--- src/rtl/pe_loader_pkg.sv ---
// Shared types and constants for the PE configuration loader: state encoding,
// config-word flag layout and the fixed flag patterns of each emitted word kind.
package pe_loader_pkg;

    localparam int FLAG_W     = 4;
    localparam int INST_W_DEF = 64;
    localparam int ID_W_DEF   = 2;

    typedef logic [2:0] state_t;

    localparam state_t ST_IDLE    = 3'd0;
    localparam state_t ST_LOAD    = 3'd1;
    localparam state_t ST_SWITCH  = 3'd2;
    localparam state_t ST_WAIT_GO = 3'd3;
    localparam state_t ST_START   = 3'd4;

    typedef struct packed {
        logic valid;
        logic w_switch;
        logic r_switch;
        logic start;
    } cfg_flags_t;

    typedef struct packed {
        logic [INST_W_DEF-1:0] inst;
        logic [ID_W_DEF-1:0]   id;
        cfg_flags_t            flags;
    } cfg_word_t;

    localparam cfg_flags_t FLAGS_IDLE   = 4'b0000;
    localparam cfg_flags_t FLAGS_LOAD   = 4'b1000;
    localparam cfg_flags_t FLAGS_SWITCH = 4'b0100;
    localparam cfg_flags_t FLAGS_START  = 4'b0011;

    localparam cfg_word_t IDLE_WORD = '0;

endpackage

--- src/rtl/pe_config_loader_cfg_fifo.sv ---
// Command buffer for the PE config loader: synchronous FIFO of {inst, pe, last}
// with pointers one bit wider than the address to tell full from empty.
module cfg_fifo
    import pe_loader_pkg::*;
#(
    parameter int DATA_W = INST_W_DEF + ID_W_DEF + 1,
    parameter int DEPTH  = 4
) (
    input  logic              clk,
    input  logic              rst_n,
    input  logic              push_i,
    input  logic [DATA_W-1:0] data_i,
    input  logic              pop_i,
    output logic [DATA_W-1:0] data_o,
    output logic              full_o,
    output logic              empty_o
);

    localparam int AW = $clog2(DEPTH);
    localparam logic [AW:0] PTR_ONE = {{AW{1'b0}}, 1'b1};

    logic [DATA_W-1:0] mem_q [DEPTH];
    logic [AW:0]       wptr_q, wptr_d;
    logic [AW:0]       rptr_q, rptr_d;

    assign full_o  = (wptr_q[AW] != rptr_q[AW]) && (wptr_q[AW-1:0] == rptr_q[AW-1:0]);
    assign empty_o = (wptr_q == rptr_q);
    assign data_o  = mem_q[rptr_q[AW-1:0]];

    // Next pointer values; overflow and underflow requests are ignored.
    always_comb begin
        wptr_d = wptr_q;
        rptr_d = rptr_q;
        if (push_i && !full_o) begin
            wptr_d = wptr_q + PTR_ONE;
        end else begin
            wptr_d = wptr_q;
        end
        if (pop_i && !empty_o) begin
            rptr_d = rptr_q + PTR_ONE;
        end else begin
            rptr_d = rptr_q;
        end
    end

    // Pointer registers; reset flushes the buffer.
    always_ff @(posedge clk or negedge rst_n) begin
        if (!rst_n) begin
            wptr_q <= '0;
            rptr_q <= '0;
        end else begin
            wptr_q <= wptr_d;
            rptr_q <= rptr_d;
        end
    end

    // Storage array, written at the write pointer.
    always_ff @(posedge clk) begin
        if (push_i && !full_o) begin
            mem_q[wptr_q[AW-1:0]] <= data_i;
        end
    end

endmodule

--- src/rtl/pe_config_loader.sv ---
// Serialises host instruction commands into the 70-bit PE config word and sequences
// the w_switch / r_switch+start pulses. Optional counter: PE_LOADER_WORD_COUNT_EN.
module pe_config_loader #(
    parameter int INST_WIDTH = 64,
    parameter int ID         = 2,
    parameter int INST_WORD  = 32,
    parameter int FIFO_DEPTH = 4,
    parameter int CONF       = INST_WIDTH + ID + 4
) (
    input  logic                              clk,
    input  logic                              rst_n,
    input  logic                              cmd_valid,
    output logic                              cmd_ready,
    input  logic [INST_WIDTH-1:0]             cmd_inst,
    input  logic [ID-1:0]                     cmd_pe,
    input  logic                              cmd_last,
    input  logic                              go,
    output logic                              busy,
    output logic [CONF-1:0]                   pe_config_out,
    output logic [$clog2(INST_WORD)+ID+1-1:0] word_cnt,
    output logic                              err_overflow
);

    import pe_loader_pkg::*;

    localparam int ENTRY_W = INST_WIDTH + ID + 1;
    localparam int CNT_W   = $clog2(INST_WORD) + ID + 1;

    logic                  rdy_q;
    logic                  push_s, pop_s;
    logic                  fifo_full_s, fifo_empty_s;
    logic [ENTRY_W-1:0]    fifo_data_s;
    logic [INST_WIDTH-1:0] head_inst_s;
    logic [ID-1:0]         head_pe_s;
    logic                  head_last_s;
    state_t                state_q, state_d;
    logic [CONF-1:0]       out_q, out_d;

    cfg_fifo #(
        .DATA_W (ENTRY_W),
        .DEPTH  (FIFO_DEPTH)
    ) u_fifo (
        .clk     (clk),
        .rst_n   (rst_n),
        .push_i  (push_s),
        .data_i  ({cmd_inst, cmd_pe, cmd_last}),
        .pop_i   (pop_s),
        .data_o  (fifo_data_s),
        .full_o  (fifo_full_s),
        .empty_o (fifo_empty_s)
    );

    assign {head_inst_s, head_pe_s, head_last_s} = fifo_data_s;

    // rdy_q keeps cmd_ready low while reset is held, even though the FIFO reads empty.
    assign cmd_ready     = rdy_q & ~fifo_full_s;
    assign push_s        = cmd_valid & cmd_ready;
    assign busy          = (state_q != ST_IDLE) | ~fifo_empty_s;
    assign pe_config_out = out_q;

    // Sequencer: picks the next word to emit and the next state.
    always_comb begin
        state_d = state_q;
        out_d   = '0;
        pop_s   = 1'b0;
        case (state_q)
            ST_IDLE, ST_LOAD: begin
                if (!fifo_empty_s) begin
                    pop_s   = 1'b1;
                    out_d   = {head_inst_s, head_pe_s, FLAGS_LOAD};
                    state_d = head_last_s ? ST_SWITCH : ST_LOAD;
                end else begin
                    out_d   = '0;
                    state_d = state_q;
                end
            end
            ST_SWITCH: begin
                out_d   = {{INST_WIDTH{1'b0}}, {ID{1'b0}}, FLAGS_SWITCH};
                state_d = ST_WAIT_GO;
            end
            ST_WAIT_GO: begin
                if (go) begin
                    state_d = ST_START;
                end else begin
                    state_d = ST_WAIT_GO;
                end
            end
            ST_START: begin
                out_d   = {{INST_WIDTH{1'b0}}, {ID{1'b0}}, FLAGS_START};
                state_d = ST_IDLE;
            end
            default: begin
                out_d   = '0;
                state_d = ST_IDLE;
            end
        endcase
    end

    // State, output word and ready-enable registers.
    always_ff @(posedge clk or negedge rst_n) begin
        if (!rst_n) begin
            state_q <= ST_IDLE;
            out_q   <= '0;
            rdy_q   <= 1'b0;
        end else begin
            state_q <= state_d;
            out_q   <= out_d;
            rdy_q   <= 1'b1;
        end
    end

`ifdef PE_LOADER_WORD_COUNT_EN
    localparam logic [CNT_W-1:0] CNT_ONE = {{(CNT_W-1){1'b0}}, 1'b1};
    localparam logic [CNT_W-1:0] LIMIT   = CNT_W'(INST_WORD << ID);

    logic [CNT_W-1:0] cnt_q, cnt_d;
    logic             err_q, err_d;

    // Counts the words being emitted so the counter lines up with pe_config_out.
    always_comb begin
        cnt_d = cnt_q;
        if (out_d[0]) begin
            cnt_d = '0;
        end else if (out_d[3] && (cnt_q != {CNT_W{1'b1}})) begin
            cnt_d = cnt_q + CNT_ONE;
        end else begin
            cnt_d = cnt_q;
        end
        err_d = err_q | (out_d[3] & (cnt_q >= LIMIT));
    end

    // Counter and sticky overflow registers.
    always_ff @(posedge clk or negedge rst_n) begin
        if (!rst_n) begin
            cnt_q <= '0;
            err_q <= 1'b0;
        end else begin
            cnt_q <= cnt_d;
            err_q <= err_d;
        end
    end

    assign word_cnt     = cnt_q;
    assign err_overflow = err_q;
`else
    assign word_cnt     = {CNT_W{1'b0}};
    assign err_overflow = 1'b0;
`endif

endmodule

--- config.mk ---
export PLATFORM = sky130hd
export DESIGN_NAME = pe_config_loader
export DESIGN_NICKNAME = d
export VERILOG_FILES = /design/src/rtl/pe_loader_pkg.sv /design/src/rtl/pe_config_loader_cfg_fifo.sv /design/src/rtl/pe_config_loader.sv
export SDC_FILE = /design/constraint.sdc
export NUM_CORES = 1
export LEC_CHECK = 0
export CORE_MARGIN = 3
export CORE_UTILIZATION = 50
export DETAILED_ROUTE_END_ITERATION = 7
export HOLD_SLACK_MARGIN = 0.05
export PLACE_DENSITY_LB_ADDON = 0.08
export SLEW_MARGIN = 20
export SYNTH_ARGS = -nofsm -noshare
export SYNTH_HDL_FRONTEND = slang
export SYNTH_HIERARCHICAL = 1
export SYNTH_SLANG_ARGS = --single-unit
--- constraint.sdc ---
create_clock -name clk -period 4.2 [get_ports clk]
set_clock_uncertainty 0.15 [all_clocks]
set_input_delay 0.84 -clock clk [delete_from_list [all_inputs] [get_ports clk]]
set_output_delay 0.84 -clock clk [all_outputs]
set_load 0.01 [all_outputs]
==> flow_summary.ini, run 1 <==
[sta]
rsz0062_at_grt = false
maxSlewViolCount = 0
setup_viol = 0
period_needed_ns = 3.746
hold_ws_ns = 0.2453
max_freq_mhz = 267.0
finalCritPeriodShare_pct = 89.19
report.final.hold_viol_count = 0
setup_slack_ns = 0.4542
worst_slew_pin_slew_ns = 1.053
max_slew_margin_pct = 29.83
setup_tns_ns = 0

[power]
pwr-share-comb_pct = 28.2
power_leakage_nw = 5.405
seqPwrFrac_pct = 43.5
power_density_mw_per_mm2 = 671.9
power_frac_clock_pct = 28.3
power.internal_mw = 7.576
ir_worst_vdd_uv = 371.0
p_sw_share_pct = 27.45
netSwitchingPower_mw = 2.867

[final_layout]
seq_area_mm2 = 0.01003
layout-drive-gt1-share_pct = 18.85
final_core_util_pct = 63.35
nNetsFinal = 813
multi_input_area_mm2 = 0.002405
syn_to_final_growth_pct = 23.14
num-fill-cells = 1710
fin_area_mm2 = 0.01554

[clock_tree]
clockBufferDepth = 3
post_cts_buffers = 0
ctsHoldBuffers = 0
post_cts_resized = 0
cts-buffers-inserted = 35
insertion_delay_ns = 0.51
clk_pin_slew_ns = 0.06
htreeDepth = 2
clock-sinks = 347
cts_tree = yes
root_buffer = clkbuf_16

[setup_path]
cp_slowest_cell = nor3_1
worst-path-max-fanout = 6
cp.required_ns = 3.21
start_kind = flop
path_class = reg -> out
cp_cell_sequence = xor2_2, nor3_1, or4b_1, clkdlybuf4s50_1
end_kind = output port
max_stage_delay_ns = 0.59
reg2reg_slack_ns = 0.93
worstPathArrival_ns = 2.76

[min_path]
hold_class = in -> async

[route]
first_iter_violations = 443
post_drt_wl_per_cell_um = 21.36
drt-total-wl_um = 23260
first_pass_iters = 5
antenna_left = 0
vias = 5811
vias_per_cell = 5.336
drc_errors = 0

[outcome]
status = finished clean

[global_route]
antenna_found_initial = 0
grt_max_degree = 72
track_usage_pct = 17.60
grt_pass1_wl_um = 35650
overflow = 0
grt_pass1_vias = 6226

[floorplan]
ioPinCount = 152
dieHeight_um = 164.9
die-area_mm2 = 0.02719
initial_core_util_pct = 51.45
die_w_um = 164.9
core-area_mm2 = 0.02453
rows = 57

[logic_synthesis]
synth_edf_count = 268
ys_top_cells_by_area = edfxtp_1 64%, dfrtp_1 16%, mux4_2 12%
yosysSeqAreaShare_pct = 79.42
synthesis.area_mm2 = 0.01262
syn_avg_cell_area_um2 = 22.11
ys.warnings.count = 6
synthArstFlopShare_pct = 22.77
ys_ff_latch = 347
synth_ff_type = edfxtp_1
synth_top_area_share_pct = 63.76
yosysUniqueCellTypes = 34
netlist.top_cell.by_area = edfxtp_1
ys_top_cells_by_count = 268 x edfxtp_1, 79 x dfrtp_1, 67 x and2_1, 67 x mux4_2, 12 x buf_4
synthMostInstantiatedCell = edfxtp_1
synthCells = 571

[place]
postPlaceCellArea_mm2 = 0.01443
hpwl_um = 13560
gp_congestion = 0.8089
numPortBuffers = 142
post-place-ws_ns = 0.9177

[job]
cap_violations = 0
==> through the flow <==
step | total power [mW] | std cells
floorplan | 6.507 | 579
global placement | 7.550 | 1024
detailed placement | 7.613 | 1024
CTS | 10.61 | 1088
global route | 10.99 | 1088
finish | 10.44 | 1089
==> layout make-up <==
type | count | area share [%]
antenna | 1 | 0.01610
clock buffer | 45 | 6.142
clock inverter | 19 | 1.006
inverter | 4 | 0.09660
multi-input combinational | 195 | 15.47
sequential | 347 | 64.55
tap | 324 | 2.608
timing repair buffer | 154 | 10.11
==> placed cells by master (no fill, tap or decap), types with 2 or more instances in the layout <==
cell type / Yosys / final
conb_1: 2 / 10
dfrtp_4: 0 / 2
bufinv_16: 0 / 2
xor2_1: 2 / 2
dfrtp_1: 79 / 77
nor3b_1: 2 / 2
buf_12: 1 / 5
nand2b_1: 2 / 2
o31ai_1: 5 / 5
inv_1: 4 / 4
clkdlybuf4s50_1: 0 / 141
buf_4: 12 / 8
xor2_2: 2 / 2
clkbuf_1: 8 / 7
nor2b_1: 3 / 3
mux4_2: 67 / 67
clkbuf_8: 0 / 2
clkbuf_16: 0 / 36
xnor2_1: 5 / 5
clkinv_2: 0 / 9
ha_1: 5 / 5
a21oi_1: 5 / 5
nor3_1: 2 / 2
and3_4: 0 / 3
clkinv_1: 0 / 5
a211oi_1: 2 / 2
nand2_1: 3 / 3
edfxtp_1: 268 / 268
and2_1: 67 / 67
==> critical path: cells and delay by family (launching register included) <==
| kind | cells | cell delay, ns |
|---|---|---|
| buffers and inverters | 1 | 0.49 |
| DFF | 1 | 0.44 |
| xor gates and xnor gates | 1 | 0.25 |
| and+or+nand+nor | 2 | 1.08 |
==> layer usage <==
metal	wire [µm]	vias up	share of wire, %	track usage, %
met1	9593	3041	41	24.09
li1	-	2546	-	-
met5	0	-	0	0
met4	417	0	1.8	4.499
met2	11890	192	51	29.38
met3	1359	32	5.8	3.587
==> power by group through the flow <==
stage / Sequential, mW / Clock, mW / Combinational (mW)
2_1_floorplan: 4.71 / 0 / 1.80
3_3_place_gp: 4.58 / 0 / 2.97
3_5_place_dp: 4.61 / 0 / 3.01
4_1_cts: 4.55 / 3.03 / 3.03
5_1_grt: 4.59 / 3.20 / 3.20
6_report: 4.54 / 2.96 / 2.95
==> sequential cells by signal, indices dropped and copies added, names as in the netlist <==
signal	flops
pe_config_out	69
rdy_q	1
state_q	3
u_fifo/mem_q	268
u_fifo/rptr_q	3
u_fifo/wptr_q	3
==> logic make-up after synthesis <==
logic type	Yosys count	synth area share (%)
XOR/XNOR	9	0.7435
buffers and inverters	37	1.953
multiplexers	67	11.95
adder cells (fa/ha/maj)	5	0.4956
AND/OR/NAND/NOR	88	4.451
AO/OA/AOI/OAI	16	0.9219
other	2	0.05950
flip-flops	347	79.42
==> path summary, 6_finish.rpt <==
kind,cells past startpoint,endpoint,from
setup / recovery,4,busy,u_fifo/wptr_q[2]$_DFFE_PN0P_
hold / removal,1,pe_config_out[51]$_DFF_PN0_,rst_n
setup reg to reg,8,u_fifo/mem_q[1][34]$_DFFE_PP_,u_fifo/rptr_q[0]$_DFFE_PN0P_
hold reg to reg,1,pe_config_out[1]$_DFF_PN0_,state_q[0]$_DFFE_PN0P_
max in group asynchronous,2,pe_config_out[12]$_DFF_PN0_,rst_n
min in group clk,1,pe_config_out[1]$_DFF_PN0_,state_q[0]$_DFFE_PN0P_
Note: power is estimated with default switching activity, not from simulation.
==> inputs of run 2 (changes only) <==
SYNTH_HIERARCHICAL = unset   (was 1)
==> run 2 against run 1 <==
Combinational power shrank 3%. Highest routed layer unchanged. Critical path type unchanged. Sequential share of layout area is 0.10 points higher. Sequential power is 1% higher. Global-route usage shrank 0.71 points. Critical path depth unchanged. Die area decreased by 0.73%. Clock power grew 8.1%. Maximum frequency is 10% higher. Synthesized cell count down 2.5%.
==> flow_summary.ini, run 2 <==
[sta]
report.final.hold_viol_count = 0
hold_ws_ns = 0.2449
max_slew_margin_pct = 32.05
period_needed_ns = 3.398
setup_tns_ns = 0
max_freq_mhz = 294.3
maxSlewViolCount = 0
rsz0062_at_grt = false
setup_viol = 0
worst_slew_pin_slew_ns = 1.019
finalCritPeriodShare_pct = 80.91

[final_layout]
final_common_cell = edfxtp_1
largest_reg_flops = 268
num-fill-cells = 1683
layout-drive-gt1-share_pct = 18.88
final_cell_mix = 268 x edfxtp_1, 141 x clkdlybuf4s50_1, 77 x dfrtp_1
nNetsFinal = 796
syn_to_final_growth_pct = 23.87
multi_input_area_mm2 = 0.002306
diodes = 0
seq_area_mm2 = 0.01003

[power]
ir_worst_vdd_uv = 395.6
power_leakage_nw = 5.389
p_sw_share_pct = 26.64
power.internal_mw = 7.802
seqPwrFrac_pct = 43.2
power_frac_clock_pct = 30.1
netSwitchingPower_mw = 2.834
power_density_mw_per_mm2 = 685.4
pwr-share-comb_pct = 26.8

[place]
hpwl_um = 12560
gp_congestion = 0.7417
numPortBuffers = 142

[global_route]
track_usage_pct = 16.89
grt_busiest_layer = met2
overflow = 0
grtUsageMet3_pct = 3.859
grt_pass1_vias = 6113
grt_max_degree = 80
grt_use_met1_pct = 23.97
antenna_found_initial = 0
grt_util_met2_pct = 27.02
grt_pass1_wl_um = 34610

[clock_tree]
cts_tree = yes
clock-sinks = 347
root_buffer = clkbuf_16
cts-buffers-inserted = 35
htreeDepth = 2
ctsHoldBuffers = 0
clk_pin_slew_ns = 0.06
post_cts_buffers = 0
post_cts_resized = 0
clockBufferDepth = 3
insertion_delay_ns = 0.51

[setup_path]
end_kind = output port
path_buf_inv = 1
path_class = reg -> out
worst-path-max-fanout = 20
cp_slowest_cell = dfrtp_4
cp_cell_sequence = xor2_2, nor2_1, a21boi_0, clkdlybuf4s50_1
worstPathArrival_ns = 2.41
max_stage_delay_ns = 0.69
start_kind = flop
cp_top_family = flip-flops
cp.required_ns = 3.21

[floorplan]
die_w_um = 164.3
rows = 57
initial_core_util_pct = 51.21
ioPinCount = 152
dieHeight_um = 164.3
core-area_mm2 = 0.02446
die-area_mm2 = 0.02699

[logic_synthesis]
ys.warnings.count = 0
synthMostInstantiatedCell = edfxtp_1
ys_ff_latch = 347
synthArstFlopShare_pct = 22.77
synth_mux_area_share_pct = 12.26
synth_top_family_by_area = multiplexers
synth_simple_gate_area_share_pct = 3.855
yosysUniqueCellTypes = 30
syn_avg_cell_area_um2 = 22.49
ys_top_cells_by_area = edfxtp_1 64%, dfrtp_1 16%, mux4_2 12%
synthCells = 557
ys_top_cells_by_count = 268 x edfxtp_1, 79 x dfrtp_1, 67 x mux4_2
synth_ff_type = edfxtp_1
synth_edf_count = 268
synth_xor_xnor_area_share_pct = 0.7391
yosysSeqAreaShare_pct = 80.02
synthesis.area_mm2 = 0.01253
synth_compound_area_share_pct = 0.6992
netlist.top_cell.by_area = edfxtp_1
synth_top_area_share_pct = 64.24
synth_fa_ha_area_share_pct = 0.4994

[route]
post_drt_wl_per_cell_um = 20.60
vias_per_cell = 5.263
antenna_left = 0
drc_errors = 0
first_pass_iters = 4
first_iter_violations = 408
drt-total-wl_um = 22070
vias = 5637

[min_path]
hold_class = in -> async

[job]
cap_violations = 0

[outcome]
status = finished clean
==> run 2: kinds of logic (layout without fill, tap and decap cells) <==
logic type      count (synthesis)  count (layout)
xor+xnor                        8               8
flops                         347             347
buf+inv                        37             219
fa+ha+maj                       5               5
compound gates                  9               9
other cells                     2              10
simple gates                   80              80
mux                            69              69
==> run 2: stage by stage <==
stage               instances  setup slack (ns)  instance area, µm²  power, mW  utilization [%]
floorplan                 565            0.8345               12560      6.516                -
global placement         1007             1.083               14300      7.531            58.44
detailed placement       1007             1.043               14300      7.588            58.44
CTS                      1071            0.7445               15510      10.82            63.40
global route             1071            0.6388               15520      11.17            63.43
finish                   1071            0.8018               15520      10.64            63.43
==> run 2: power by group through the flow <==
stage                     clock network, mW  registers, mW  logic (mW)
after global placement                    0           4.64        2.89
after CTS                              3.28           4.60        2.94
after floorplan                           0           4.69        1.82
final                                  3.20           4.59        2.85
after detailed placement                  0           4.67        2.92
after global routing                   3.41           4.66        3.11
==> run 2: layer usage <==
metal	up-vias	routed length, µm
li1	2486	-
met2	163	10870
met5	-	0
met3	37	1351
met4	0	407
met1	2951	9440
==> run 2: worst paths after layout <==
check                                        startpoint                             to  slack, ns  cells after the start
min in group clk                 state_q[1]$_DFFE_PN0P_     pe_config_out[1]$_DFF_PN0_       0.35                      1
min reg2reg                      state_q[1]$_DFFE_PN0P_     pe_config_out[1]$_DFF_PN0_       0.35                      1
max in group asynchronous                         rst_n   u_fifo.rptr_q[0]$_DFFE_PN0P_       3.09                      1
max reg2reg                u_fifo.rptr_q[0]$_DFFE_PN0P_  u_fifo.mem_q[3][32]$_DFFE_PP_       1.31                      4
min                                               rst_n    pe_config_out[62]$_DFF_PN0_       0.24                      1
max                        u_fifo.rptr_q[0]$_DFFE_PN0P_                      cmd_ready       0.80                      4
==> run 2: final cells by class <==
type | count | share of cell area, %
tap | 324 | 2.612
sequential | 347 | 64.65
timing repair buffer | 151 | 9.950
clock buffer | 50 | 6.467
inverter | 4 | 0.1048
multi-input combinational | 181 | 14.86
clock inverter | 14 | 1.355
